<file path="src/rtl/jk_pkg.sv">
// Shared constants for JK-cell based blocks: mode encodings and the
// JK action encodings, which are chosen to match the {j,k} pair.
package jk_pkg;

    localparam int MODE_W = 3;

    typedef logic [MODE_W-1:0] mode_t;

    localparam mode_t MODE_HOLD = 3'b000;
    localparam mode_t MODE_JK   = 3'b001;
    localparam mode_t MODE_UP   = 3'b010;
    localparam mode_t MODE_DOWN = 3'b011;
    localparam mode_t MODE_LOAD = 3'b100;

    typedef enum logic [1:0] {
        JK_HOLD   = 2'b00,
        JK_RESET  = 2'b01,
        JK_SET    = 2'b10,
        JK_TOGGLE = 2'b11
    } jk_action_e;

endpackage

</file>
<file path="src/rtl/jk_cell.sv">
// Single-bit JK flip-flop with synchronous active-high reset to a
// per-instance reset value.
module jk_cell
    import jk_pkg::*;
(
    input  logic clk,
    input  logic rst,
    input  logic rst_val_i,
    input  logic j_i,
    input  logic k_i,
    output logic q_o
);

    logic state_q;
    logic state_d;

    always_comb begin
        state_d = state_q;
        case (jk_action_e'({j_i, k_i}))
            JK_HOLD:   state_d = state_q;
            JK_RESET:  state_d = 1'b0;
            JK_SET:    state_d = 1'b1;
            JK_TOGGLE: state_d = ~state_q;
            default:   state_d = state_q;
        endcase
    end

    always_ff @(posedge clk) begin
        if (rst) begin
            state_q <= rst_val_i;
        end else begin
            state_q <= state_d;
        end
    end

    assign q_o = state_q;

endmodule

</file>
<file path="src/rtl/jk_mode_counter.sv">
// WIDTH-bit register of JK cells with raw JK, modulo up/down count, load
// and hold modes, plus terminal-count and sticky overflow status.
module jk_mode_counter
    import jk_pkg::*;
#(
    parameter int WIDTH   = 4,
    parameter int MODULUS = 16,
    parameter int RST_VAL = 0
) (
    input  logic              clk,
    input  logic              rst,
    input  logic              en,
    input  logic [MODE_W-1:0] mode,
    input  logic [WIDTH-1:0]  j,
    input  logic [WIDTH-1:0]  k,
    input  logic [WIDTH-1:0]  d,
    input  logic              clr_ovf,
    output logic [WIDTH-1:0]  q,
    output logic              tc,
    output logic              ovf
);

    localparam logic [WIDTH-1:0] MAX_VAL = WIDTH'(MODULUS - 1);
    localparam logic [WIDTH-1:0] RST_Q   = WIDTH'(RST_VAL);

    logic [WIDTH-1:0] cnt_q;
    logic [WIDTH-1:0] nxt_d;
    logic [WIDTH-1:0] cell_j;
    logic [WIDTH-1:0] cell_k;
    logic             ovf_q;
    logic             ovf_d;

    // Target value for every bit; the JK cells are then steered towards it.
    always_comb begin
        nxt_d = cnt_q;
        if (en) begin
            case (mode)
                MODE_JK:   nxt_d = (cnt_q & ~k) | (~cnt_q & j);
                MODE_UP:   nxt_d = (cnt_q >= MAX_VAL) ? '0 : cnt_q + 1'b1;
                MODE_DOWN: begin
                    if (cnt_q == '0 || cnt_q > MAX_VAL) begin
                        nxt_d = MAX_VAL;
                    end else begin
                        nxt_d = cnt_q - 1'b1;
                    end
                end
                MODE_LOAD: nxt_d = d;
                default:   nxt_d = cnt_q;
            endcase
        end
    end

    assign cell_j = ~cnt_q & nxt_d;
    assign cell_k = cnt_q & ~nxt_d;

    for (genvar g = 0; g < WIDTH; g++) begin : g_cell
        jk_cell u_cell (
            .clk       (clk),
            .rst       (rst),
            .rst_val_i (RST_Q[g]),
            .j_i       (cell_j[g]),
            .k_i       (cell_k[g]),
            .q_o       (cnt_q[g])
        );
    end

    assign tc = en & (((mode == MODE_UP) & (cnt_q >= MAX_VAL)) |
                      ((mode == MODE_DOWN) & (cnt_q == '0)));

    // A wrap in the same cycle as a clear request keeps the flag set.
    always_comb begin
        ovf_d = ovf_q;
        if (tc) begin
            ovf_d = 1'b1;
        end else if (clr_ovf) begin
            ovf_d = 1'b0;
        end
    end

    always_ff @(posedge clk) begin
        if (rst) begin
            ovf_q <= 1'b0;
        end else begin
            ovf_q <= ovf_d;
        end
    end

    assign q   = cnt_q;
    assign ovf = ovf_q;

endmodule

</file>
<file path="config.mk">
export PLATFORM = sky130hd
export DESIGN_NAME = jk_mode_counter
export DESIGN_NICKNAME = d
export VERILOG_FILES = /design/src/rtl/jk_pkg.sv /design/src/rtl/jk_cell.sv /design/src/rtl/jk_mode_counter.sv
export SDC_FILE = /design/constraint.sdc
export NUM_CORES = 1
export LEC_CHECK = 0
export CAP_MARGIN = 0
export CORE_ASPECT_RATIO = 0.8
export CORE_MARGIN = 1.5
export CORE_UTILIZATION = 39
export DETAILED_ROUTE_END_ITERATION = 8
export PLACE_DENSITY = 0.74
export SYNTH_ARGS = -nofsm -noshare
export SYNTH_HDL_FRONTEND = slang
export SYNTH_SLANG_ARGS = --single-unit
</file>
<file path="constraint.sdc">
create_clock -name clk -period 2.1 [get_ports clk]
set_input_delay 0.42 -clock clk [delete_from_list [all_inputs] [get_ports clk]]
set_output_delay 0.42 -clock clk [all_outputs]
set_load 0.02 [all_outputs]
</file>
Word-level counts from Yosys, hierarchy flattened
Cells that the tools add are included.

storage, ports and cells
  bits of input ports = 19
  logic and storage cells = 58
  output and inout bits = 6
  register bits = 5

cells by class
  magnitude comparators = 2
  multiplexer cells = 10
  reductions and logical operators = 7
  equal/unequal tests = 16
  bitwise logic cells = 16
  add/subtract/negate cells = 2

operators with widths
  kind                                                       count
  AND 4 bit                                                  4
  == test 2 bit (second input constant)                      8
  one-hot mux 4 bit (4 select lines)                         1
  two-way mux 4 bit                                          3
  inverter 4 bit                                             3
  one-hot mux 1 bit (3 select lines)                         4
  == test 2 x 1 -> 1 bit (second input constant)             4
  logical NOT 2 bit                                          4
  == test 3 x 2 -> 1 bit (second input constant)             2
  adder 4 x 1 -> 4 bit (second input constant)               1
  greater-or-equal comparator 4 bit (second input constant)  1
  greater-than comparator 4 bit (second input constant)      1
  logical NOT 4 bit                                          1
  inverter 1 bit                                             4
  OR 4 bit                                                   1
  subtractor 4 x 1 -> 4 bit (second input constant)          1
  AND 1 bit                                                  3
  == test 3 x 1 -> 1 bit (second input constant)             1
  == test 3 bit (second input constant)                      1
  two-way mux 1 bit                                          2
  nonzero test 2 bit                                         1
  logical OR 1 bit                                           1
  OR 1 bit                                                   1

Logic depth before layout (Yosys ltp)
Gate-level depths: netlist (run 1).

  depth after elaboration = 9
  gate-level depth with buffers = 10

Hierarchy
A second synthesis (run 1) with hierarchy kept.

second synthesis, totals
  cell total of the unflattened synthesis = 92
  area, all modules = 749.5 sq um

by module, submodules not included
  module           times used  area each (sq um)  cells each
  jk_mode_counter  1           514.2              72
  jk_cell          4           58.8               5

Least setup slack after synthesis (run 1)
No wires, ideal clock.

  path type = in2reg
  from = input port mode[1]
  to = register g_cell[2].u_cell.state_q
  arrival time = 1.947 ns
  stages = 8
  setup slack = 0.038 ns
  library setup time = 0.114 ns
  cell sequence = buf_6 > nor3b_4 > o21ai_2 > or4_1 > o311ai_1 > ha_1 > mux2i_1 > nor2_1

on the way
  cells in the longest elaborated chain, start to end = 7

ends and longest elaborated chain
  element                                                         line                   text
  start, declared                                                 jk_mode_counter.sv:13  input logic [MODE_W-1:0] mode,
  == test 3 bit (tied with other cells)                           jk_mode_counter.sv:37  case (mode)
  one-hot mux 4 bit (4 select lines) *                            jk_mode_counter.sv:37
  two-way mux 4 bit *                                             jk_mode_counter.sv:36  if (en) begin
  inverter 4 bit                                                  jk_mode_counter.sv:54  assign cell_k = cnt_q & ~nxt_d;
  AND 4 bit                                                       jk_mode_counter.sv:54
  == test 2 bit / == test 2 x 1 -> 1 bit (equally long branches)  jk_cell.sv:19          case (jk_action_e'({j_i, k_i}))
  one-hot mux 1 bit (3 select lines)                              jk_cell.sv:19
  end signal, assigned                                            jk_cell.sv:30          state_q <= rst_val_i;
  end signal, assigned                                            jk_cell.sv:32          state_q <= state_d;
  end, declared                                                   jk_cell.sv:14          logic state_q;

Mark *: on every way between the ends. The rest lies on a longest branch, timed or not.
A chain may end at the register's enable or synchronous reset.

Worst setup path after layout (run 1)
  from = input port mode[2]
  to = register g_cell[0].u_cell.state_q

on the way
  cells in the longest elaborated chain, start to end = 7

ends and longest elaborated chain
  element                                                         line
  == test 3 bit (tied with other cells)                           jk_mode_counter.sv:37
  one-hot mux 4 bit (4 select lines) *                            jk_mode_counter.sv:37
  two-way mux 4 bit *                                             jk_mode_counter.sv:36
  inverter 4 bit                                                  jk_mode_counter.sv:54
  AND 4 bit                                                       jk_mode_counter.sv:54
  == test 2 bit / == test 2 x 1 -> 1 bit (equally long branches)  jk_cell.sv:19
  one-hot mux 1 bit (3 select lines)                              jk_cell.sv:19
  end signal, assigned                                            jk_cell.sv:30
  end signal, assigned                                            jk_cell.sv:32
  end, declared                                                   jk_cell.sv:14

Marks and branches as above.

==> results of run 1 <==
==> flip-flops by register name, summed over array words and instances (netlist names) <==
| name | flops |
|---|---|
| g_cell.u_cell.q_o | 4 |
| ovf | 1 |
==> worst max path at each step <==
stage | start | endpoint | slack, ns | cells past startpoint
after floorplan | mode[1] | g_cell[2].u_cell.q_o | 0.04 | 8
after global placement | mode[1] | tc | -0.66 | 6
after detailed placement | mode[1] | tc | -0.71 | 6
after CTS | mode[0] | g_cell[2].u_cell.q_o | 0.01 | 9
after global routing | mode[1] | g_cell[2].u_cell.q_o | -0.01 | 9
final | mode[2] | g_cell[0].u_cell.q_o | 0.07 | 10
==> worst min-delay path, cell delays in order, from the launching register on <==
cell and delay [ns]:
dfxtp_1 0.30, nand2b_1 0.06, a21oi_1 0.06
==> power by group through the flow <==
stage | sequential (W) | clock, W | combinational [W]
2_1_floorplan | 0.0000994 | 0 | 0.0000547
3_3_place_gp | 0.0000993 | 0 | 0.000110
3_5_place_dp | 0.0000993 | 0 | 0.000113
4_1_cts | 0.0000977 | 0.000122 | 0.000124
5_1_grt | 0.0000979 | 0.000129 | 0.000141
6_report | 0.0000978 | 0.000120 | 0.000131
==> stage by stage <==
step / setup TNS [ns] / setup slack (ns) / util, %
finish: 0 / 0.0691 / 68.5
global route: -0.0113 / -0.0113 / 68.5
CTS: 0 / 0.0142 / 66.8
detailed placement: -2.41 / -0.709 / 61.2
global placement: -2.25 / -0.656 / 61.2
floorplan: 0 / 0.0384 / -
==> cells by family after synthesis <==
| group | after synthesis |
|---|---|
| and+or+nand+nor | 27 |
| AOI/OAI and AO/OA | 26 |
| adders and majority gates | 6 |
| buffers and inverters | 18 |
| xor gates and xnor gates | 1 |
| muxes | 5 |
| DFF | 5 |
==> area by class of cell <==
class	count	area (um^2)	area share (%)
sequential	5	101	9.01
clock buffer	4	26.3	2.34
tap	22	27.5	2.45
inverter	7	26.3	2.34
timing repair buffer	46	408	36.3
multi-input combinational	65	536	47.6
==> layout by cell type (no fill, tap or decap), drive strengths merged, types with 2 or more instances in the layout <==
cell type      count
a21oi              7
dfxtp              5
inv                7
nor4               2
buf               23
dlygate4sd2        2
o31ai              2
mux2i              5
a32oi              2
clkdlybuf4s50     20
ha                 6
nand2              4
clkbuf             5
nor2               9
nor3b              2
o21ai              6
==> routing by layer <==
| metal | vias to the layer above | GRT usage [%] | wire [um] |
|---|---|---|---|
| met4 | 0 | 12.5 | 36 |
| li1 | 393 | - | - |
| met3 | 4 | 6.72 | 82 |
| met2 | 19 | 38.7 | 938 |
| met1 | 370 | 23.4 | 901 |
| met5 | - | 0 | 0 |
==> what timing repair did <==
item                       CTS  global route
setup buffers                2             2
hold buffers                 0             0
setup endpoints to repair    5             5
gates cloned                 0             0
gates resized for setup     18             7
pin swaps                    4             2
==> flow_summary.yaml, run 1 <==
setup_path:
  startpoint_type: "input port"
  reg2reg_to: "g_cell[3].u_cell.q_o"
  r2r_cells: 10
  arrival_ns: 2.17
  crit_buf_inv: 3
  cp_cell_sequence: "dlygate4sd2_1 > buf_6 > buf_4 > or3b_2 > a21oi_1 > o31ai_2 > o31ai_1 > ha_1 > mux2i_1 > nor2_1"
  timing.rr.start: "g_cell[0].u_cell.q_o"
  critPathMaxStageDelay_ns: 0.44
  path_class: "in -> reg"
  cp_data_required_time_ns: 2.24
  r2r_setup_slack_ns: 0.12
  cp-end-kind: "flop"
  path_delay_family: "buffers and inverters"
  crit_slowest_cell: "or3b_2"
  cp_max_fo: 5
placed_design:
  numPortBuffers: 24
  dpl.cell_count: 141
  dp_hpwl_um: 1370
  globalplace.congestion: 0.891
  placed_area_um2: 1000
clock_network:
  ctsLongestPathBuffers: 2
  cts_buffers: 3
  insertion_delay_ns: 0.26
  path_clk_slew_ns: 0.04
  cts_tree: "yes"
  htreeDepth: 1
  clock-sinks: 5
  cts-root-buf: "clkbuf_4"
die:
  die_y_um: 40.5
  initial_core_util_pct: 41.8
  die_w_um: 49.9
  io_pins: 25
  die_area_um2: 2020
  core_area_um2: 1640
  rows: 13
power:
  p_sw_share_pct: 29.2
  power_w: 0.000348
  p_int_w: 0.000246
  ir_worst_vdd_uv: 274
  p_clk_share_pct: 34.4
  powerDensity_nw_per_um2: 309
  switchingPower_w: 0.000102
  leakagePower_nw: 0.504
  pwr-share-seq_pct: 28.1
  p_comb_share_pct: 37.5
layout:
  fillers: 129
  final_cells: 149
  design_area_um2: 1120
  drive_above_1_share_pct: 31.5
  fin_nets: 153
  antenna_cells: 0
  syn_to_final_growth_pct: 63.8
logic_synthesis:
  synth_xor_area_share_pct: 1.28
  synth_compound_area_share_pct: 26.2
  synthSimpleGateAreaFrac_pct: 23.5
  synth_cells: 88
  synthArstFlopShare_pct: 0
  yosys_warnings: 0
  synth_commonest_cells: "nor2_1 (9), a21oi_1 (7), inv_1 (7), ha_1 (6)"
  syn_nets: 113
  yosys.area.top_type_share_pct: 14.6
  yosysMostFrequentCell: "nor2_1"
  synth_edf_count: 0
  synth_area_leaders: "dfxtp_1 (15%), ha_1 (11%), mux2i_1 (7.3%), buf_4 (5.5%), a21oi_1 (5.1%)"
  postSynthAreaPerCell_um2: 7.81
  synth.distinct_cells: 38
  synthFlopType: "dfxtp_1"
  synth-seq-cells: 5
  synth_area_leader_cell: "dfxtp_1"
  synth.cell_area_um2: 687
  muxShareOfSynthArea_pct: 7.29
  yosys.area_share.adder_pct: 10.9
  synth_top_family_by_area: "compound AO/OA/AOI/OAI gates"
  ys_seq_area_share_pct: 14.6
grt:
  grt_usage_pct: 21.5
  grt_pass1_vias: 715
  grt_max_degree: 10
  grt-ovfl-total: 0
  grt_first_pass_wirelength_um: 3040
  grt_antenna_before_repair: 0
status:
  status: "finished clean"
worst_hold_path:
  min_to: "ovf"
  worstHoldStart: "ovf"
  holdPathStages: 2
  min-delay-path-class: "reg -> reg"
route:
  drtIter0Drc: 15
  first_pass_iters: 4
  vias: 786
  postRouteAntennaNets: 0
  wl_per_cell_um: 13.1
  wl_um: 1960
  drc: 0
  via_per_inst: 5.28
sta:
  slew_violations: 0
  final.min_clock_period_ns: 2.03
  setup_viol: 0
  clock_skew_ns: 0.000613
  worst_slew_pin_slew_ns: 0.304
  grt_setup_unrepaired: "true"
  max-slew-margin-rel_pct: 79.7
  hold_slack_ns: 0.469
  fmax_ghz: 0.492
  timing.final.crit_share_pct: 96.7
  finalHoldViolations: 0
job:
  maxCapViolations: 0
Note: power is estimated with default switching activity, not from simulation.
==> run 2, diff against run 1 <==
--- a/config.mk
+++ b/config.mk
@@ -11,6 +11,8 @@
 export CORE_UTILIZATION = 39
 export DETAILED_ROUTE_END_ITERATION = 8
 export PLACE_DENSITY = 0.74
+export RECOVER_POWER = 25
+export SKIP_CTS_REPAIR_TIMING = 1
 export SYNTH_ARGS = -nofsm -noshare
 export SYNTH_HDL_FRONTEND = slang
 export SYNTH_SLANG_ARGS = --single-unit
==> flow_summary.yaml, run 2 (synthesis gave the netlist of run 1 again) <==
status:
  status: "finished clean"
grt:
  grt_max_degree: 11
  grt_usage_pct: 19.0
  grt_antenna_before_repair: 0
  grt_first_pass_wirelength_um: 2760
  grtUsageMet2_pct: 35.7
  grt_pass1_vias: 704
  grt-ovfl-total: 0
  met1_usage_pct: 20.0
  grtUsageMet3_pct: 6.72
  top_usage_layer: "met2"
die:
  die_w_um: 49.9
  initial_core_util_pct: 41.8
  die_y_um: 40.5
  die_area_um2: 2020
  core_area_um2: 1640
  rows: 13
  io_pins: 25
route:
  via_per_inst: 5.43
  vias: 798
  postRouteAntennaNets: 0
  drc: 0
  first_pass_iters: 4
  wl_um: 1880
  wl_per_cell_um: 12.8
  drtIter0Drc: 18
sta:
  fmax_ghz: 0.497
  worst_slew_pin_slew_ns: 0.293
  slew_violations: 0
  hold_slack_ns: 0.465
  setup_viol: 0
  max-slew-margin-rel_pct: 80.3
  setup_ws_ns: 0.0887
  timing.final.crit_share_pct: 95.8
  clock_skew_ns: 0.000812
  final.min_clock_period_ns: 2.01
  totalNegativeSetupSlack_ns: 0
  finalHoldViolations: 0
layout:
  mostFrequentLayoutCells: "clkdlybuf4s50_1 (18), buf_4 (18), nor2_1 (9), inv_1 (7), a21oi_1 (7)"
  fin_nets: 151
  fillers: 133
  drive_above_1_share_pct: 28.0
  seqCellArea_um2: 101
  antenna_cells: 0
  fin_util_pct: 66.6
  multi_input_area_um2: 509
  syn_to_final_growth_pct: 59.2
  final_cells: 147
  largest_reg_flops: 4
setup_path:
  cp_cell_sequence: "dlymetal6s2s_1 > buf_4 > nor3b_4 > o21ai_2 > or4_4 > o311ai_4 > ha_1 > mux2i_1 > nor2_1"
  cp-end-kind: "flop"
  cp_data_required_time_ns: 2.24
  r2r_setup_slack_ns: 0.12
  path_delay_family: "simple AND/OR/NAND/NOR gates"
  cp_max_fo: 9
  startpoint_type: "input port"
  r2r_cells: 10
  crit_slowest_cell: "or4_4"
  path_class: "in -> reg"
  cp.depth: 9
  arrival_ns: 2.15
  crit_buf_inv: 2
  critPathMaxStageDelay_ns: 0.50
placed_design:
  dpl.cell_count: 141
  numPortBuffers: 24
  globalplace.congestion: 0.891
  dp_worst_setup_slack_ns: -0.709
  dp_hpwl_um: 1370
clock_network:
  clock-sinks: 5
  cts-root-buf: "clkbuf_4"
  cts_buffers: 3
  insertion_delay_ns: 0.25
  cts_tree: "yes"
  ctsLongestPathBuffers: 2
  htreeDepth: 1
  path_clk_slew_ns: 0.04
job:
  maxCapViolations: 0
power:
  powerDensity_nw_per_um2: 310
  leakagePower_nw: 0.528
  ir_worst_vdd_uv: 276
worst_hold_path:
  holdPathStages: 2
  min-delay-path-class: "reg -> reg"
run 2: cell count changes in the layout (fill, tap and decap cells not counted), sizes merged:
cell | before | now
dlymetal6s2s | 0 | 4
buf | 23 | 20
clkdlybuf4s50 | 20 | 18
dlygate4sd2 | 2 | 0
dlygate4sd3 | 0 | 1
run 2: power by group:
| part | switching (W) | internal (W) |
|---|---|---|
| clock | 0.0000456 | 0.0000722 |
| sequential | 0.00000117 | 0.0000966 |
| combinational | 0.0000504 | 0.0000731 |
| total | 0.0000972 | 0.000242 |
run 2: metrics by stage:
step                      total power, W  cell area [um^2]
final                           0.000339              1090
after global routing            0.000358              1090
after CTS                       0.000333              1030
after detailed placement        0.000212              1000
after global placement          0.000210              1000
after floorplan                 0.000154               687
run 2: per-layer routing:
| layer | part of all wire (%) | up-vias |
|---|---|---|
| li1 | - | 389 |
| met1 | 43 | 356 |
| met2 | 47 | 41 |
| met3 | 7.0 | 12 |
| met4 | 2.2 | 0 |
| met5 | 0 | - |
run 2: path summary, 6_finish.rpt:
kind | from | to
setup / recovery | mode[1] | g_cell[2].u_cell.q_o
hold / removal | ovf | ovf
setup reg to reg | g_cell[0].u_cell.q_o | g_cell[3].u_cell.q_o
hold reg to reg | ovf | ovf
run 2: layout make-up:
cell class | count | share of cell area [%]
flip-flops and latches | 5 | 9.27
clock buffers | 4 | 2.40
multi-input cells | 65 | 46.6
repair buffers | 44 | 36.8
inverters | 7 | 2.40
well taps | 22 | 2.52
run 2: worst reg2reg max path, stage by stage (launching register included):
cell,delay (ns)
dfxtp_1,0.38
inv_1,0.07
ha_1,0.22
buf_4,0.14
o21bai_1,0.14
a21oi_1,0.16
o41a_1,0.14
o211ai_1,0.09
ha_1,0.30
mux2i_1,0.18
nor2_1,0.05
